[config.mk]
export PLATFORM = sky130hd
export DESIGN_NAME = pipelined_addsub
export DESIGN_NICKNAME = d
export VERILOG_FILES = /design/src/rtl/pipelined_addsub.sv
export SDC_FILE = /design/constraint.sdc
export NUM_CORES = 1
export LEC_CHECK = 0
export BUFFER_PORTS_ARGS = -buffer_cell sky130_fd_sc_hd__buf_2
export CAP_MARGIN = 20
export CORE_UTILIZATION = 50
export CTS_BUF_LIST = sky130_fd_sc_hd__clkbuf_4
export DETAILED_ROUTE_END_ITERATION = 8
export PLACE_DENSITY = 0.7
export SYNTH_ARGS = -nofsm -noshare
export SYNTH_HDL_FRONTEND = slang
export SYNTH_SLANG_ARGS = --single-unit
[constraint.sdc]
create_clock -name clk -period 6.6 [get_ports clk]
set_input_delay 0.66 -clock clk [delete_from_list [all_inputs] [get_ports clk]]
set_output_delay 0.66 -clock clk [all_outputs]
set_load 0.1 [all_outputs]
[src/rtl/pipelined_addsub.sv]
// Pipelined adder-subtractor: the carry chain is split into STAGES chunks with one
// register stage each, under a global-enable valid/ready stream with backpressure.
`timescale 1ns/1ps
module pipelined_addsub #(
    parameter int WIDTH  = 32,
    parameter int STAGES = 4
) (
    input  logic             clk,
    input  logic             rst,
    input  logic             in_valid,
    output logic             in_ready,
    input  logic [WIDTH-1:0] a,
    input  logic [WIDTH-1:0] b,
    input  logic             cin,
    input  logic             sub,
    input  logic             sat,
    output logic             out_valid,
    input  logic             out_ready,
    output logic [WIDTH-1:0] sum,
    output logic             cout,
    output logic             overflow,
    output logic             zero,
    output logic             negative
);

    localparam int CHUNK = WIDTH / STAGES;

    // Stage-k inputs: index 0 comes from the ports, index k>0 from stage k-1's registers.
    logic             w_vld [STAGES];
    logic [WIDTH-1:0] w_a   [STAGES];
    logic [WIDTH-1:0] w_b   [STAGES];
    logic [WIDTH-1:0] w_s   [STAGES];
    logic             w_c   [STAGES];
    logic             w_sat [STAGES];
    logic             w_en;

    logic             r_out_vld;
    logic [WIDTH-1:0] r_sum;
    logic             r_cout;
    logic             r_ovf;
    logic             r_zero;
    logic             r_neg;

    assign w_en     = !r_out_vld || out_ready;
    assign in_ready = w_en;

    assign w_vld[0] = in_valid;
    assign w_a[0]   = a;
    assign w_b[0]   = sub ? ~b : b;
    assign w_c[0]   = sub ^ cin;
    assign w_s[0]   = '0;
    assign w_sat[0] = sat;

    for (genvar k = 0; k < STAGES; k++) begin : g_stage
        logic [CHUNK:0]   w_add;
        logic [WIDTH-1:0] w_ns;

        assign w_add = {1'b0, w_a[k][k*CHUNK +: CHUNK]}
                     + {1'b0, w_b[k][k*CHUNK +: CHUNK]}
                     + {{CHUNK{1'b0}}, w_c[k]};

        always_comb begin
            w_ns = w_s[k];
            w_ns[k*CHUNK +: CHUNK] = w_add[CHUNK-1:0];
        end

        if (k < STAGES-1) begin : g_mid
            logic             r_vld;
            logic [WIDTH-1:0] r_a;
            logic [WIDTH-1:0] r_b;
            logic [WIDTH-1:0] r_s;
            logic             r_c;
            logic             r_sat;

            // NOTE: data registers are reset too, so a reset mid-stream leaves no stale operands behind.
            always_ff @(posedge clk or posedge rst) begin
                if (rst) begin
                    r_vld <= 1'b0;
                    r_a   <= '0;
                    r_b   <= '0;
                    r_s   <= '0;
                    r_c   <= 1'b0;
                    r_sat <= 1'b0;
                end else if (w_en) begin
                    r_vld <= w_vld[k];
                    r_a   <= w_a[k];
                    r_b   <= w_b[k];
                    r_s   <= w_ns;
                    r_c   <= w_add[CHUNK];
                    r_sat <= w_sat[k];
                end
            end

            assign w_vld[k+1] = r_vld;
            assign w_a[k+1]   = r_a;
            assign w_b[k+1]   = r_b;
            assign w_s[k+1]   = r_s;
            assign w_c[k+1]   = r_c;
            assign w_sat[k+1] = r_sat;
        end else begin : g_last
            logic             w_ovf;
            logic [WIDTH-1:0] w_res;

            // Operand signs agree but the raw result sign differs.
            assign w_ovf = (w_a[k][WIDTH-1] == w_b[k][WIDTH-1])
                        && (w_ns[WIDTH-1] != w_a[k][WIDTH-1]);

            always_comb begin
                w_res = w_ns;
                if (w_sat[k] && w_ovf)
                    w_res = w_a[k][WIDTH-1] ? {1'b1, {(WIDTH-1){1'b0}}}
                                            : {1'b0, {(WIDTH-1){1'b1}}};
            end

            always_ff @(posedge clk or posedge rst) begin
                if (rst) begin
                    r_out_vld <= 1'b0;
                    r_sum     <= '0;
                    r_cout    <= 1'b0;
                    r_ovf     <= 1'b0;
                    r_zero    <= 1'b0;
                    r_neg     <= 1'b0;
                end else if (w_en) begin
                    r_out_vld <= w_vld[k];
                    r_sum     <= w_res;
                    r_cout    <= w_add[CHUNK];
                    r_ovf     <= w_ovf;
                    r_zero    <= (w_res == '0);
                    r_neg     <= w_res[WIDTH-1];
                end
            end
        end
    end

    assign out_valid = r_out_vld;
    assign sum       = r_sum;
    assign cout      = r_cout;
    assign overflow  = r_ovf;
    assign zero      = r_zero;
    assign negative  = r_neg;

endmodule

# == Word-level counts from Yosys, hierarchy flattened ==
# Index checks and enable logic that the tools add are counted.
# Widths: inputs -> output; s select.
# totals
ff_bits,286
input_bits,71
out_inout_bits,38
# op_classes
n_addsub,8
eq_ne,2
mux,3
n_bitwise,2
n_reduce_logical,5
# op_table
operator,n
$mux 32,3
$add 8x8->9,4
$add 9x1->9,4
$logic_not 32->1,1
$not 32->32,1
$logic_and 1x1->1,2
$eq 1x1->1,1
$logic_not 1->1,1
$logic_or 1x1->1,1
$ne 1x1->1,1
$xor 1x1->1,1

# == Logic depth before layout (Yosys ltp) ==
# Gate-level depths: netlist (run 1).
# logic_depth
depth_word,7
mapped_depth,11

# == Least setup slack after synthesis (run 1) ==
# No wires, ideal clock.
# synth_timing
kind,reg-to-output
startpoint,"register r_out_vld, in the netlist out_valid"
endpoint,output in_ready
arrival_ns,2.561
path_slack_ns,3.379
path_stages_with_launch,6
path_cell_list,dfrtp_1 > nor2b_1 > buf_2 > clkinv_1 > clkbuf_1 > clkbuf_1
# synth_between
elab_chain_len,2
# synth_lines
item,line,rtl
"start, declared",37,logic r_out_vld;
"start signal, assigned",124,r_out_vld <= w_vld[k];
$logic_not 1->1,44,assign w_en = !r_out_vld || out_ready;
$logic_or 1x1->1,44,
"end, declared",11,"output logic in_ready,"
# No other way between the ends.

# == Final worst setup path (run 1) ==
# Same ends and word-level chain as after synthesis.

==> metrics.md, run 1 <==
| Metric | Value |
|---|---|
| Pwr dens | 559 nW/um2 |
| Routed WL | 17200 um |
| EDFF count, synth | 0 |
| Largest net degree at the start of global routing | 116 |
| Max Cap Viol | 0 |
| Switching power | 2.70 mW |
| Fin Setup TNS | 0 ps |
| Die Span X | 134 um |
| Die Ht | 134 um |
| Root Buffer | clkbuf_4 |
| CP cell instances | nor2b_4 -> inv_4 -> buf_2 |
| Synth-to-layout area growth | 11.5% |
| I/O pins | 109 |
| Post-synth cell types | 43 |
| Worst Path Max Fanout | 67 |
| Full die area | 18000 um2 |
| Top delay family on crit path | buffers and inverters |
| Via count | 6389 |
| Worst clock skew | 24.4 ps |
| Fin. max-slew vios | 0 |
| Clock Path Buffers | 2 |
| Post-Syn Area | 8750 um2 |
| Initial antenna violation count | 1 |
| TritonCTS Buffers | 17 |
| Drt via density | 4.94 |
| Reg power frac | 0.364 |
| Net Count, Synth | 1076 |
| Post-synth top flop | dfrtp_1 |
| Final period utilization | 0.483 |
| Clock Sinks | 189 |
| Outcome | complete, no violations |
| Share of cells above drive strength 1 | 0.152 |
| Yosys Warn Count | 0 |
| Worst Setup End Kind | output port |
| Drt drc | 0 |
| Top cells by area, synth | dfrtp_1 54%, nand2_1 16%, ha_1 4.0% |
| Synth async-reset ratio | 1.00 |
| First-pass GRT wire length | 29100 um |
| Clock Power Share | 0.125 |
| Leak pwr | 4.93 nW |
| Min cycle time layout | 3190 ps |
| Nets | 1161 |
| Comb power frac | 0.511 |
| Number of cell rows | 48 |
| Syn_area_per_cell | 9.03 um2 |
| Worst-path clk slew | 160 ps |
| Slowest CP cell | nor2b_4 |
| Max-slew headroom | 0.334 |
| Crit Path Class | flop to output port |
| Cell taking the most area after synthesis | dfrtp_1 |
| Synth cell count leaders | 378 x nand2_1, 189 x dfrtp_1, 61 x nor2_1 |
| Synth Register Bits | 189 |
| Crit-path max cell delay | 640 ps |
| Final HPWL from detailed placement | 11900 um |
| Buf/Inv on CP | 2 |
| Global route overflow | 0 |
| Core box area | 17200 um2 |
| Worst Max-Slew Pin Slew | 999 ps |
| Gate Count Post-Synth | 969 |
| CP startpoint kind | flop |
| TritonRoute pass-1 iters | 5 |
| CP arrival | 2530 ps |
| RSZ-0062 raised after global routing | false |
| Yosys top cell area share | 0.540 |
| Max Clk Rate | 314 MHz |
| Post-CTS setup buffers | 0 |
| Hold-fix buffers, CTS | 0 |
| Gpl congestion | 0.842 |
| Resize count post-CTS | 0 |
| Sw Share | 0.494 |
| WL/cell | 13.3 um |
| IO buf count | 108 |
| Final hold vios | 0 |
| Maximum vdd drop | 0.430 mV |
| Post-DRT Antenna Nets | 0 |
| CP required | 5940 ps |
| CTS tree | yes |
| Vias in the first global route | 6035 |
| Initial Utilization | 0.510 |
| Worst Hold Class | input port to asynchronous set/reset pin |
| Most common cell in the netlist | nand2_1 |
| Worst-Skew Late Latency | 580 ps |
| Sequential element share of the synthesized area | 0.540 |
| Final setup fails | 0 |
| Total track usage | 0.206 |
| Pre-CTS setup slack | 3040 ps |
| First DRT Iteration DRCs | 361 |
| Setup slack after layout | 3410 ps |
| H-tree Lvls | 4 |
| Internal power | 2.76 mW |
-- cells by family (layout without fill, tap and decap cells) --
family,count (synthesis),after routing,share of synthesized area
simple gates,483,483,0.220
flops,189,189,0.540
compound gates,143,143,0.102
buf+inv,73,171,0.0350
xor+xnor,45,45,0.0450
fa+ha+maj,36,36,0.0583
other cells,0,1,0
-- placed cells by master (no fill, tap or decap), types with 3 or more instances in the layout --
cell type  synthesis  layout
nand2_1          378     378
dfrtp_1          189     189
buf_2              5     108
nor2_1            61      61
o21ai_0           48      48
a21oi_1           36      36
xnor2_1           36      36
ha_1              28      28
inv_1             24      23
clkbuf_4           0      18
nor3_1            15      15
o31ai_1           13      13
o21a_1            10      10
a21oi_2           10      10
xor2_1             9       9
fa_1               8       8
nand2b_1           6       6
nor4_1             6       6
inv_6              0       5
nor2b_1            5       4
a21boi_0           4       4
buf_4              3       4
o21bai_1           3       3
a211oi_1           3       3
o22a_1             3       3
or3_1              3       3
o211a_1            3       3
a31oi_1            3       3
clkinv_4           0       3
bufinv_16          0       3
-- routing by layer --
| layer | GRT usage | up-vias | part of all wire |
|---|---|---|---|
| met2 | 0.308 | 123 | 0.44 |
| met3 | 0.0378 | 17 | 0.033 |
| met5 | 0 | - | 0 |
| met4 | 0.0655 | 0 | 0.014 |
| li1 | - | 3303 | - |
| met1 | 0.304 | 2946 | 0.51 |
-- registers in the layout, summed over array words and instances, names as in the netlist --
signal / cells
overflow: 1
g_stage.g_mid.r_sat: 3
g_stage.g_mid.r_c: 3
cout: 1
g_stage.g_mid.r_s: 48
g_stage.g_mid.r_vld: 3
sum: 32
zero: 1
g_stage.g_mid.r_b: 48
out_valid: 1
g_stage.g_mid.r_a: 48
-- metrics by stage --
step / power (mW) / util / cells / hold slack (ps) / area, um2
finish: 5.46 / 0.568 / 1293 / 194 / 9760
global route: 5.86 / 0.568 / 1293 / 217 / 9760
CTS: 5.48 / 0.567 / 1291 / 213 / 9740
detailed placement: 4.80 / 0.549 / 1259 / 452 / 9430
global placement: 4.73 / 0.548 / 1258 / 444 / 9410
floorplan: 4.21 / - / 969 / 430 / 8750
-- layout make-up --
type | instances | area [um2]
Clock inverter | 14 | 180
Multi-Input combinational cell | 707 | 3720
Antenna cell | 1 | 2.50
Sequential cell | 189 | 4730
Fill cell | 1607 | 7420
Timing Repair Buffer | 114 | 601
Inverter | 25 | 104
Clock buffer | 18 | 135
Tap cell | 225 | 282
-- path summary, 6_finish.rpt --
kind / to / start / cells past startpoint / slack [ps]
max in group asynchronous: g_stage[2].g_mid.r_a[24] / rst / 3 / 4940
max reg2reg: sum[30] / out_valid / 6 / 3700
min: sum[3] / rst / 2 / 190
min in group clk: g_stage[0].g_mid.r_vld / in_valid / 3 / 260
max: in_ready / out_valid / 3 / 3410
min reg2reg: g_stage[1].g_mid.r_a[22] / g_stage[0].g_mid.r_a[22] / 2 / 470
-- worst register-to-register path, delay by kind of cell, from the launching register on --
| family | cells | cell delay [ps] |
|---|---|---|
| buffers and inverters | 2 | 1420 |
| AOI/OAI and AO/OA | 2 | 660 |
| DFF | 1 | 430 |
| and+or+nand+nor | 2 | 300 |
-- power groups by stage --
| stage | clock network (mW) | registers (mW) | logic (mW) |
|---|---|---|---|
| finish | 0.682 | 1.99 | 2.79 |
| global route | 0.748 | 2.05 | 3.06 |
| CTS | 0.702 | 1.99 | 2.79 |
| detailed placement | 0 | 2.02 | 2.78 |
| global placement | 0 | 2.01 | 2.72 |
| floorplan | 0 | 2.72 | 1.49 |
No activity file was read; power rests on OpenSTA's default activity.
==> inputs of run 2 (changes only) <==
--- a/config.mk
+++ b/config.mk
@@ -5,6 +5,7 @@
 export SDC_FILE = /design/constraint.sdc
 export NUM_CORES = 1
 export LEC_CHECK = 0
+export ABC_AREA = 1
 export BUFFER_PORTS_ARGS = -buffer_cell sky130_fd_sc_hd__buf_2
 export CAP_MARGIN = 20
 export CORE_UTILIZATION = 50
==> constraint.sdc (replaced) <==
create_clock -name clk -period 3.25 [get_ports clk]
set_input_delay 0.325 -clock clk [delete_from_list [all_inputs] [get_ports clk]]
set_output_delay 0.325 -clock clk [all_outputs]
set_load 0.1 [all_outputs]
==> run 2 against run 1 <==
Synthesized cell count rose by 2.5%. Core utilization increased by 3.7 points. Final cell count up 4.9%. Combinational power increased by 99%. Sequential share of layout area shrank 2.0 points. Worst hold slack got worse by 150 ps. Non-clock buffer count rose by 46. Worst setup slack lost 2600 ps. Clock skew fell by 0.65 ps. Register-to-register slack got worse by 2900 ps. Clock power rose by 94%. Design area is 4.3% higher. Critical path type is now flop to flop. Largest power group unchanged.
==> metrics.md, run 2 <==
| Metric | Value |
|---|---|
| Outcome | complete, no violations |
| Synth cell count leaders | 353 x nand2_1, 189 x dfrtp_1, 102 x o21ai_0 |
| Post-DRT Antenna Nets | 0 (unchanged) |
| CTS tree | yes |
| Worst Max-Slew Pin Slew | 762 ps (-237 ps) |
| Pre-CTS setup slack | 597 ps (-2440 ps) |
| Worst-Skew Late Latency | 570 ps (about the same) |
| IO buf count | 108 (unchanged) |
| RSZ-0062 raised after global routing | false |
| Post-synth top flop | dfrtp_1 |
| Net Count, Synth | 1100 (+2.2%) |
| Synth-to-layout area growth | 16.9% |
| Top Registers | g_stage.g_mid.r_a x48, g_stage.g_mid.r_b x48, g_stage.g_mid.r_s x48 |
| Full die area | 17900 um2 (-0.53%) |
| Post-Syn Area | 8710 um2 (-0.53%) |
| Multiplexer share of the synthesized area | 0 (unchanged) |
| Largest family of logic cells by synthesized area | simple AND/OR/NAND/NOR gates |
| Worst clock skew | 23.8 ps (-0.653 ps) |
| Max-slew headroom | 0.492 (+0.158) |
| Root Buffer | clkbuf_4 |
| Gpl congestion | 0.833 (-1.2%) |
| R2R depth | 13 (+7) |
| Yosys top cell area share | 0.543 (+0.00287) |
| TritonRoute pass-1 iters | 4 (-1) |
| Synth Area in Compound Gates | 0.0977 (-0.00406) |
| Number of cell rows | 47 (-2.1%) |
| Maximum vdd drop | 0.867 mV (+100%) |
| CP startpoint kind | flop |
| Slowest CP cell | dfrtp_1 |
| EDFF count, synth | 0 (unchanged) |
| Sequential element share of the synthesized area | 0.543 (+0.00287) |
| Min cycle time layout | 2480 ps |
| Leak pwr | 5.20 nW (+5.6%) |
| Worst Hold Class | input port to flop |
| Final hold vios | 0 (unchanged) |
| Max Clk Rate | 404 MHz |
| Setup slack after layout | 773 ps (-2640 ps) |
| CP arrival | 2990 ps (+460 ps) |
| CP required | 3770 ps (-2170 ps) |
| Simple-gate portion of the synthesized area | 0.202 (-0.0178) |
| Clock Path Buffers | 2 (unchanged) |
| Synthesized-area fraction occupied by adder cells | 0.0586 (+0.000310) |
| Syn_area_per_cell | 8.77 um2 (-2.9%) |
| Crit Path Class | flop to flop |
| First DRT Iteration DRCs | 375 (+3.9%) |
| Crit-path max cell delay | 410 ps (-230 ps) |
| Die Span X | 134 um (-0.26%) |
| FILL cells | 1509 (-6.1%) |
| Vias in the first global route | 6198 (+2.7%) |
| Nets | 1230 (+5.9%) |
| Global route overflow | 0 (unchanged) |
| Worst Setup End Kind | flop |
| Multi-input gate area | 3510 um2 (-5.7%) |
| TritonCTS Buffers | 17 (unchanged) |
| Fin Setup TNS | 0 ps (unchanged) |
| Yosys Warn Count | 0 (unchanged) |
| Final setup fails | 0 (unchanged) |
| Crit Reg-Reg Endpoint | zero |
| Cell mode on critical path | nand2_1 |
| Max Cap Viol | 0 (unchanged) |
| Die Ht | 134 um (-0.26%) |
| Top cells by area, synth | dfrtp_1 54%, nand2_1 15%, o21ai_0 5.9% |
| Share of cells above drive strength 1 | 0.144 (-0.00746) |
| Xor-xnor portion of the synthesized cell area | 0.0443 (-0.000766) |
| Sequential cell area | 4730 um2 (unchanged) |
| CP cell instances | ha_1 -> nand2_1 -> nand2_1 -> a21oi_2 -> nand2_4 -> nand2_4 -> nand4_4 -> buf_4 -> o41ai_1 -> nand2_1 -> nor2_1 -> nand3_1 -> nand2_1 |
| Fin cells | 1357 (+4.9%) |
| Top delay family on crit path | simple AND/OR/NAND/NOR gates |
| Flop-to-flop setup slack | 770 ps (-2930 ps) |
| WHS Endpoint | g_stage[0].g_mid.r_b[31] |
| I/O pins | 109 (unchanged) |
| Reg2reg start | g_stage[2].g_mid.r_a[28] |
| Final HPWL from detailed placement | 11800 um (-0.82%) |
| Worst Path Max Fanout | 26 (-61%) |
| Largest net degree at the start of global routing | 194 (+67%) |
| Placed insts | 1281 (+1.7%) |
| Synth async-reset ratio | 1.00 (unchanged) |
| Synth Register Bits | 189 (unchanged) |
| Worst-path clk slew | 140 ps (-20 ps) |
| Buf/Inv on CP | 1 (-1) |
| Core box area | 16800 um2 (-2.1%) |
| Post-synth cell types | 32 (-26%) |
| WL/cell | 12.9 um (-3.2%) |
| Drt drc | 0 (unchanged) |
| Final period utilization | 0.762 |
| Most frequent cells in the layout | 353 x nand2_1, 189 x dfrtp_1, 108 x buf_2 |
| Pwr dens | 1070 nW/um2 (+91%) |
| Cell taking the most area after synthesis | dfrtp_1 |
| Commonest non-fill, non-tap cell in the layout | nand2_1 |
| Initial Utilization | 0.518 (+0.00809) |
| Hold path startpoint | b[31] |
| Most common cell in the netlist | nand2_1 |
| Post-CTS setup buffers | 0 (unchanged) |
| Gate Count Post-Synth | 993 (+2.5%) |
| First-pass GRT wire length | 29500 um (+1.4%) |
| Hold Worst Slack | 48.2 ps (-146 ps) |
| Via count | 6647 (+4.0%) |
| Total track usage | 0.209 (+0.00310) |
| Drt via density | 4.90 (-0.87%) |
| H-tree Lvls | 4 (unchanged) |
| Worst hold stages | 3 |
| Routed WL | 17500 um (+1.6%) |
| Clock Sinks | 189 (unchanged) |
| Initial antenna violation count | 1 (unchanged) |
| Fin. max-slew vios | 0 (unchanged) |
==> run 2: cell count changes in the layout (fill, tap and decap cells not counted), sizes merged, moves of 6 or more <==
cell / before / now
o21ai: 48 / 102
nand2b: 6 / 0
nor4: 6 / 0
nand3: 0 / 16
xnor2: 36 / 30
a21oi: 46 / 40
o31ai: 13 / 0
a31oi: 3 / 12
nor3: 15 / 0
o21a: 10 / 0
nand2: 378 / 357
dlygate4sd3: 0 / 43
inv: 31 / 73
==> run 2: kinds of logic (layout without fill, tap and decap cells) <==
group / count (synthesis) / count (layout)
other cells: 0 / 1
compound gates: 161 / 161
simple gates: 443 / 443
buf+inv: 120 / 263
xor+xnor: 44 / 44
flops: 189 / 189
fa+ha+maj: 36 / 36
==> run 2: layout make-up <==
| type | instances | area share |
|---|---|---|
| timing repair buffer | 160 | 0.107 |
| multi-input combinational | 684 | 0.345 |
| tap | 220 | 0.0271 |
| inverter | 71 | 0.0268 |
| antenna | 1 | 0.000246 |
| sequential | 189 | 0.465 |
| clock buffer | 17 | 0.0125 |
| clock inverter | 15 | 0.0166 |
==> run 2: worst min-delay path, stage by stage <==
cell and delay (ps):
buf_2 80, xnor2_1 100, o21ai_0 70
==> run 2: power by group <==
group | total (mW) | internal, mW | switching [mW] | leakage [nW]
logic | 5.54 | 1.52 | 4.02 | 2.77
registers | 4.02 | 3.40 | 0.619 | 2.27
clock network | 1.32 | 0.532 | 0.789 | 0.157
==> run 2: how the worst max path moves through the flow <==
stage                                   startpoint                    to  slack (ps)  cells past startpoint
after detailed placement                       sub  g_stage[0].g_mid.r_c         600                     12
final                     g_stage[2].g_mid.r_a[28]                  zero         770                     13
after CTS                 g_stage[2].g_mid.r_a[28]                  zero         760                     13
after global routing      g_stage[2].g_mid.r_a[28]                  zero         550                     13
after floorplan                                rst                  cout         490                      1
after global placement                         sub  g_stage[0].g_mid.r_c         670                     12
==> run 2: stage by stage <==
stage | total power, mW | utilization | area (um2)
finish | 10.9 | 0.605 | 10200
global route | 11.8 | 0.605 | 10200
CTS | 11.0 | 0.605 | 10200
detailed placement | 9.60 | 0.562 | 9450
global placement | 9.47 | 0.562 | 9450
floorplan | 8.41 | - | 8710
==> run 2: repair_timing <==
action                                  4_1_cts  5_1_grt
endpoints found under the setup margin        0        0
hold buffers                                 43        0
endpoints found under the hold margin        54        0
resized for setup                             0        0
==> run 2: metal layers <==
metal / up-vias / share of wire / global-route usage
met1: 3086 / 0.51 / 0.314
met4: 0 / 0.018 / 0.0764
met3: 22 / 0.037 / 0.0404
met2: 139 / 0.43 / 0.300
met5: - / 0 / 0
li1: 3400 / - / -
==> inputs of run 3 (changes only) <==
--- a/config.mk
+++ b/config.mk
@@ -11,7 +11,7 @@
 export CORE_UTILIZATION = 50
 export CTS_BUF_LIST = sky130_fd_sc_hd__clkbuf_4
 export DETAILED_ROUTE_END_ITERATION = 8
-export PLACE_DENSITY = 0.7
+export PLACE_DENSITY = 0.73
 export SYNTH_ARGS = -nofsm -noshare
 export SYNTH_HDL_FRONTEND = slang
 export SYNTH_SLANG_ARGS = --single-unit
==> constraint.sdc (replaced) <==
create_clock -name clk -period 2.1 [get_ports clk]
set_input_delay 0.21 -clock clk [delete_from_list [all_inputs] [get_ports clk]]
set_output_delay 0.21 -clock clk [all_outputs]
set_load 0.1 [all_outputs]
==> run 3 against run 2 <==
The flow now finishes with violations (negative setup slack). Register-to-register slack worse by 950 ps. Clock skew down 8.3 ps. Wire length up 9.7%. Design area up 6.2%. Total power up 66%. Core utilization up 3.8 points. Final cell count up 3.2%. Sequential power up 57%. Sequential cell count unchanged. First-iteration DRC count up 29%. Largest cell class unchanged.
==> metrics.md, run 3 (synthesized netlist as in run 2, its figures left out) <==
| Metric | Value |
|---|---|
| Final period utilization | 1.08 (+0.321) |
| Nets | 1275 (+3.7%) |
| Most frequent cells in the layout | 336 x nand2_1, 189 x dfrtp_1, 108 x buf_2 |
| Hold path startpoint | a[7] |
| Total track usage | 0.224 (+0.0150) |
| Full die area | 17900 um2 (unchanged) |
| Synth-to-layout area growth | 24.2% |
| Sequential cell area | 4730 um2 (unchanged) |
| Final HPWL from detailed placement | 12300 um (+4.2%) |
| Met3 wire len | 651 um (+1.9%) |
| Worst-Skew Late Latency | 570 ps (about the same) |
| Commonest non-fill, non-tap cell in the layout | nand2_1 |
| Reg2reg start | g_stage[2].g_mid.r_c |
| Number of cell rows | 47 (unchanged) |
| Comb power frac | 0.557 (+0.048) |
| First DRT Iteration DRCs | 482 (+29%) |
| Routed WL | 19200 um (+9.7%) |
| Max Clk Rate | 440 MHz (+8.9%) |
| R2R depth | 15 (+2) |
| Failing checks | negative setup slack |
| Clock Sinks | 189 (unchanged) |
| Gpl congestion | 0.823 (-1.2%) |
| CP startpoint kind | flop |
| Area of placed instances | 9660 um2 (+2.2%) |
| Initial Utilization | 0.518 (unchanged) |
| Max-slew headroom | 0.616 (+0.124) |
| IO buf count | 108 (unchanged) |
| First-pass GRT wire length | 31600 um (+7.1%) |
| Drt drc | 0 (unchanged) |
| CTS tree | yes |
| Share of cells above drive strength 1 | 0.214 (+0.0700) |
| Worst Setup End Kind | flop |
| Max Cap Viol | 0 (unchanged) |
| Fin cells | 1401 (+3.2%) |
| CP required | 2630 ps (-1140 ps) |
| Post-DRT Antenna Nets | 0 (unchanged) |
| Worst Hold Class | input port to flop |
| Vias in the first global route | 6585 (+6.2%) |
| Pwr dens | 1670 nW/um2 (+57%) |
| Min cycle time layout | 2270 ps (-203 ps) |
| Via count | 6920 (+4.1%) |
| Crit Path Class | flop to flop |
| Internal power | 9.05 mW (+66%) |
| CP arrival | 2800 ps (-190 ps) |
| Die Ht | 134 um (unchanged) |
| TritonRoute pass-1 iters | 5 (+1) |
| FILL cells | 1412 (-6.4%) |
| Worst Max-Slew Pin Slew | 575 ps (-186 ps) |
| DRT met1 WL | 9240 um (+2.7%) |
| Worst hold stages | 5 (+2) |
| Global route overflow | 0 (unchanged) |
| Maximum vdd drop | 1.65 mV (+90%) |
| Root Buffer | clkbuf_4 |
| WL/cell | 13.7 um (+6.3%) |
| Worst-path clk slew | 150 ps (about the same) |
| Switching power | 9.05 mW (+67%) |
| Wire length on met2 | 8980 um (+19%) |
| Fin Setup TNS | -229 ps (-229 ps) |
| I/O pins | 109 (unchanged) |
| Worst clock skew | 15.5 ps (-8.26 ps) |
| Flop-to-flop setup slack | -170 ps (-950 ps) |
| Initial antenna violation count | 1 (unchanged) |
| Multi-input gate area | 3780 um2 (+7.7%) |
| Clock Path Buffers | 2 (unchanged) |
| H-tree Lvls | 4 (unchanged) |
| Total power | 18.1 mW (+66%) |
| Sw Share | 0.500 (+0.00107) |
| Max Used Layer | met4 |
| RSZ-0062 raised after global routing | true |
| Worst Path Max Fanout | 6 (-77%) |
| Placed insts | 1301 (+1.6%) |
| Reg power frac | 0.349 (-0.020) |
| TritonCTS Buffers | 17 (unchanged) |
| Final hold vios | 0 (unchanged) |
| Clock Power Share | 0.095 (-0.026) |
| Outcome | finished with violations |
| Drt via density | 4.94 (+0.84%) |
| Core box area | 16800 um2 (unchanged) |
| Top Registers | g_stage.g_mid.r_a x48, g_stage.g_mid.r_b x48, g_stage.g_mid.r_s x48 |
| Die Span X | 134 um (unchanged) |
| Largest net degree at the start of global routing | 105 (-46%) |
| Final instance area | 10800 um2 (+6.2%) |
| Fin. max-slew vios | 0 (unchanged) |
| Setup slack after layout | -174 ps (-947 ps) |
| Crit Reg-Reg Endpoint | zero |
| WHS Endpoint | g_stage[0].g_mid.r_s[7] |
| Leak pwr | 5.44 nW (+4.6%) |
| Final setup fails | 7 (+7) |
run 3: cell types whose count changed in the layout (fill, tap and decap cells not counted), moves of 5 or more:
| cell | previous run | this run |
|---|---|---|
| a21oi_1 | 38 | 29 |
| a21oi_2 | 2 | 8 |
| buf_4 | 5 | 36 |
| dlygate4sd3_1 | 43 | 51 |
| fa_1 | 8 | 1 |
| fa_2 | 0 | 7 |
| inv_1 | 68 | 63 |
| inv_2 | 1 | 6 |
| nand2_1 | 353 | 336 |
| nand2_2 | 2 | 11 |
| nand2_4 | 2 | 10 |
| o21ai_0 | 102 | 95 |
| o21ai_1 | 0 | 7 |
run 3: per-layer routing:
metal / GRT usage / up-vias
li1: - / 3488
met1: 0.328 / 3251
met2: 0.334 / 154
met4: 0.0808 / 0
met3: 0.0404 / 27
met5: 0 / -
run 3: critical path: stages (launching register included):
cell and delay [ps]:
dfrtp_1 440, fa_2 390, nand2_1 90, nand2_2 70, nand3_4 110, nand2_4 70, nand2_4 70, nand4_4 180
clkbuf_16 220, nand2_4 60, nand2_1 50, nor2_1 110, nand2_1 80, nor2_2 130, nand3_1 80, nand2_1 80
run 3: worst max path at each step:
stage	start	end	slack, ps
after detailed placement	sub	g_stage[0].g_mid.r_c	-160
after floorplan	rst	cout	-540
final	g_stage[2].g_mid.r_c	zero	-170
after global routing	g_stage[2].g_mid.r_c	zero	-330
after CTS	g_stage[2].g_mid.r_a[26]	zero	-30
after global placement	sub	g_stage[0].g_mid.r_c	-80
run 3: what timing repair did:
| action | CTS | global route |
|---|---|---|
| setup endpoints to repair | 3 | 8 |
| buffers inserted | 1 | 14 |
| gates cloned | 0 | 2 |
| hold buffers | 51 | 0 |
| hold endpoints to repair | 239 | 0 |
| gates resized for setup | 10 | 58 |
| pin swaps | 2 | 30 |
run 3: cell type report:
| type | instances | area share |
|---|---|---|
| Clock buffer | 21 | 0.0146 |
| Sequential cell | 189 | 0.437 |
| Antenna cell | 1 | 0.000231 |
| Inverter | 71 | 0.0252 |
| Timing Repair Buffer | 205 | 0.141 |
| Multi-Input combinational cell | 684 | 0.350 |
| Tap cell | 220 | 0.0255 |
| Clock inverter | 10 | 0.00660 |
run 3: power groups by stage:
stage | Clock [mW] | Sequential (mW) | Combinational (mW)
floorplan | 0 | 8.54 | 4.49
global placement | 0 | 6.24 | 8.71
detailed placement | 0 | 6.31 | 8.89
CTS | 1.75 | 6.26 | 9.13
global route | 1.91 | 6.50 | 11.0
finish | 1.71 | 6.31 | 10.1
run 3: through the flow:
stage	hold slack (ps)	util	worst slack (ps)
global route	91.8	0.643	-327
global placement	406	0.574	-81.5
floorplan	320	-	-544
finish	90.8	0.643	-174
detailed placement	407	0.574	-156
CTS	55.6	0.622	-34.4
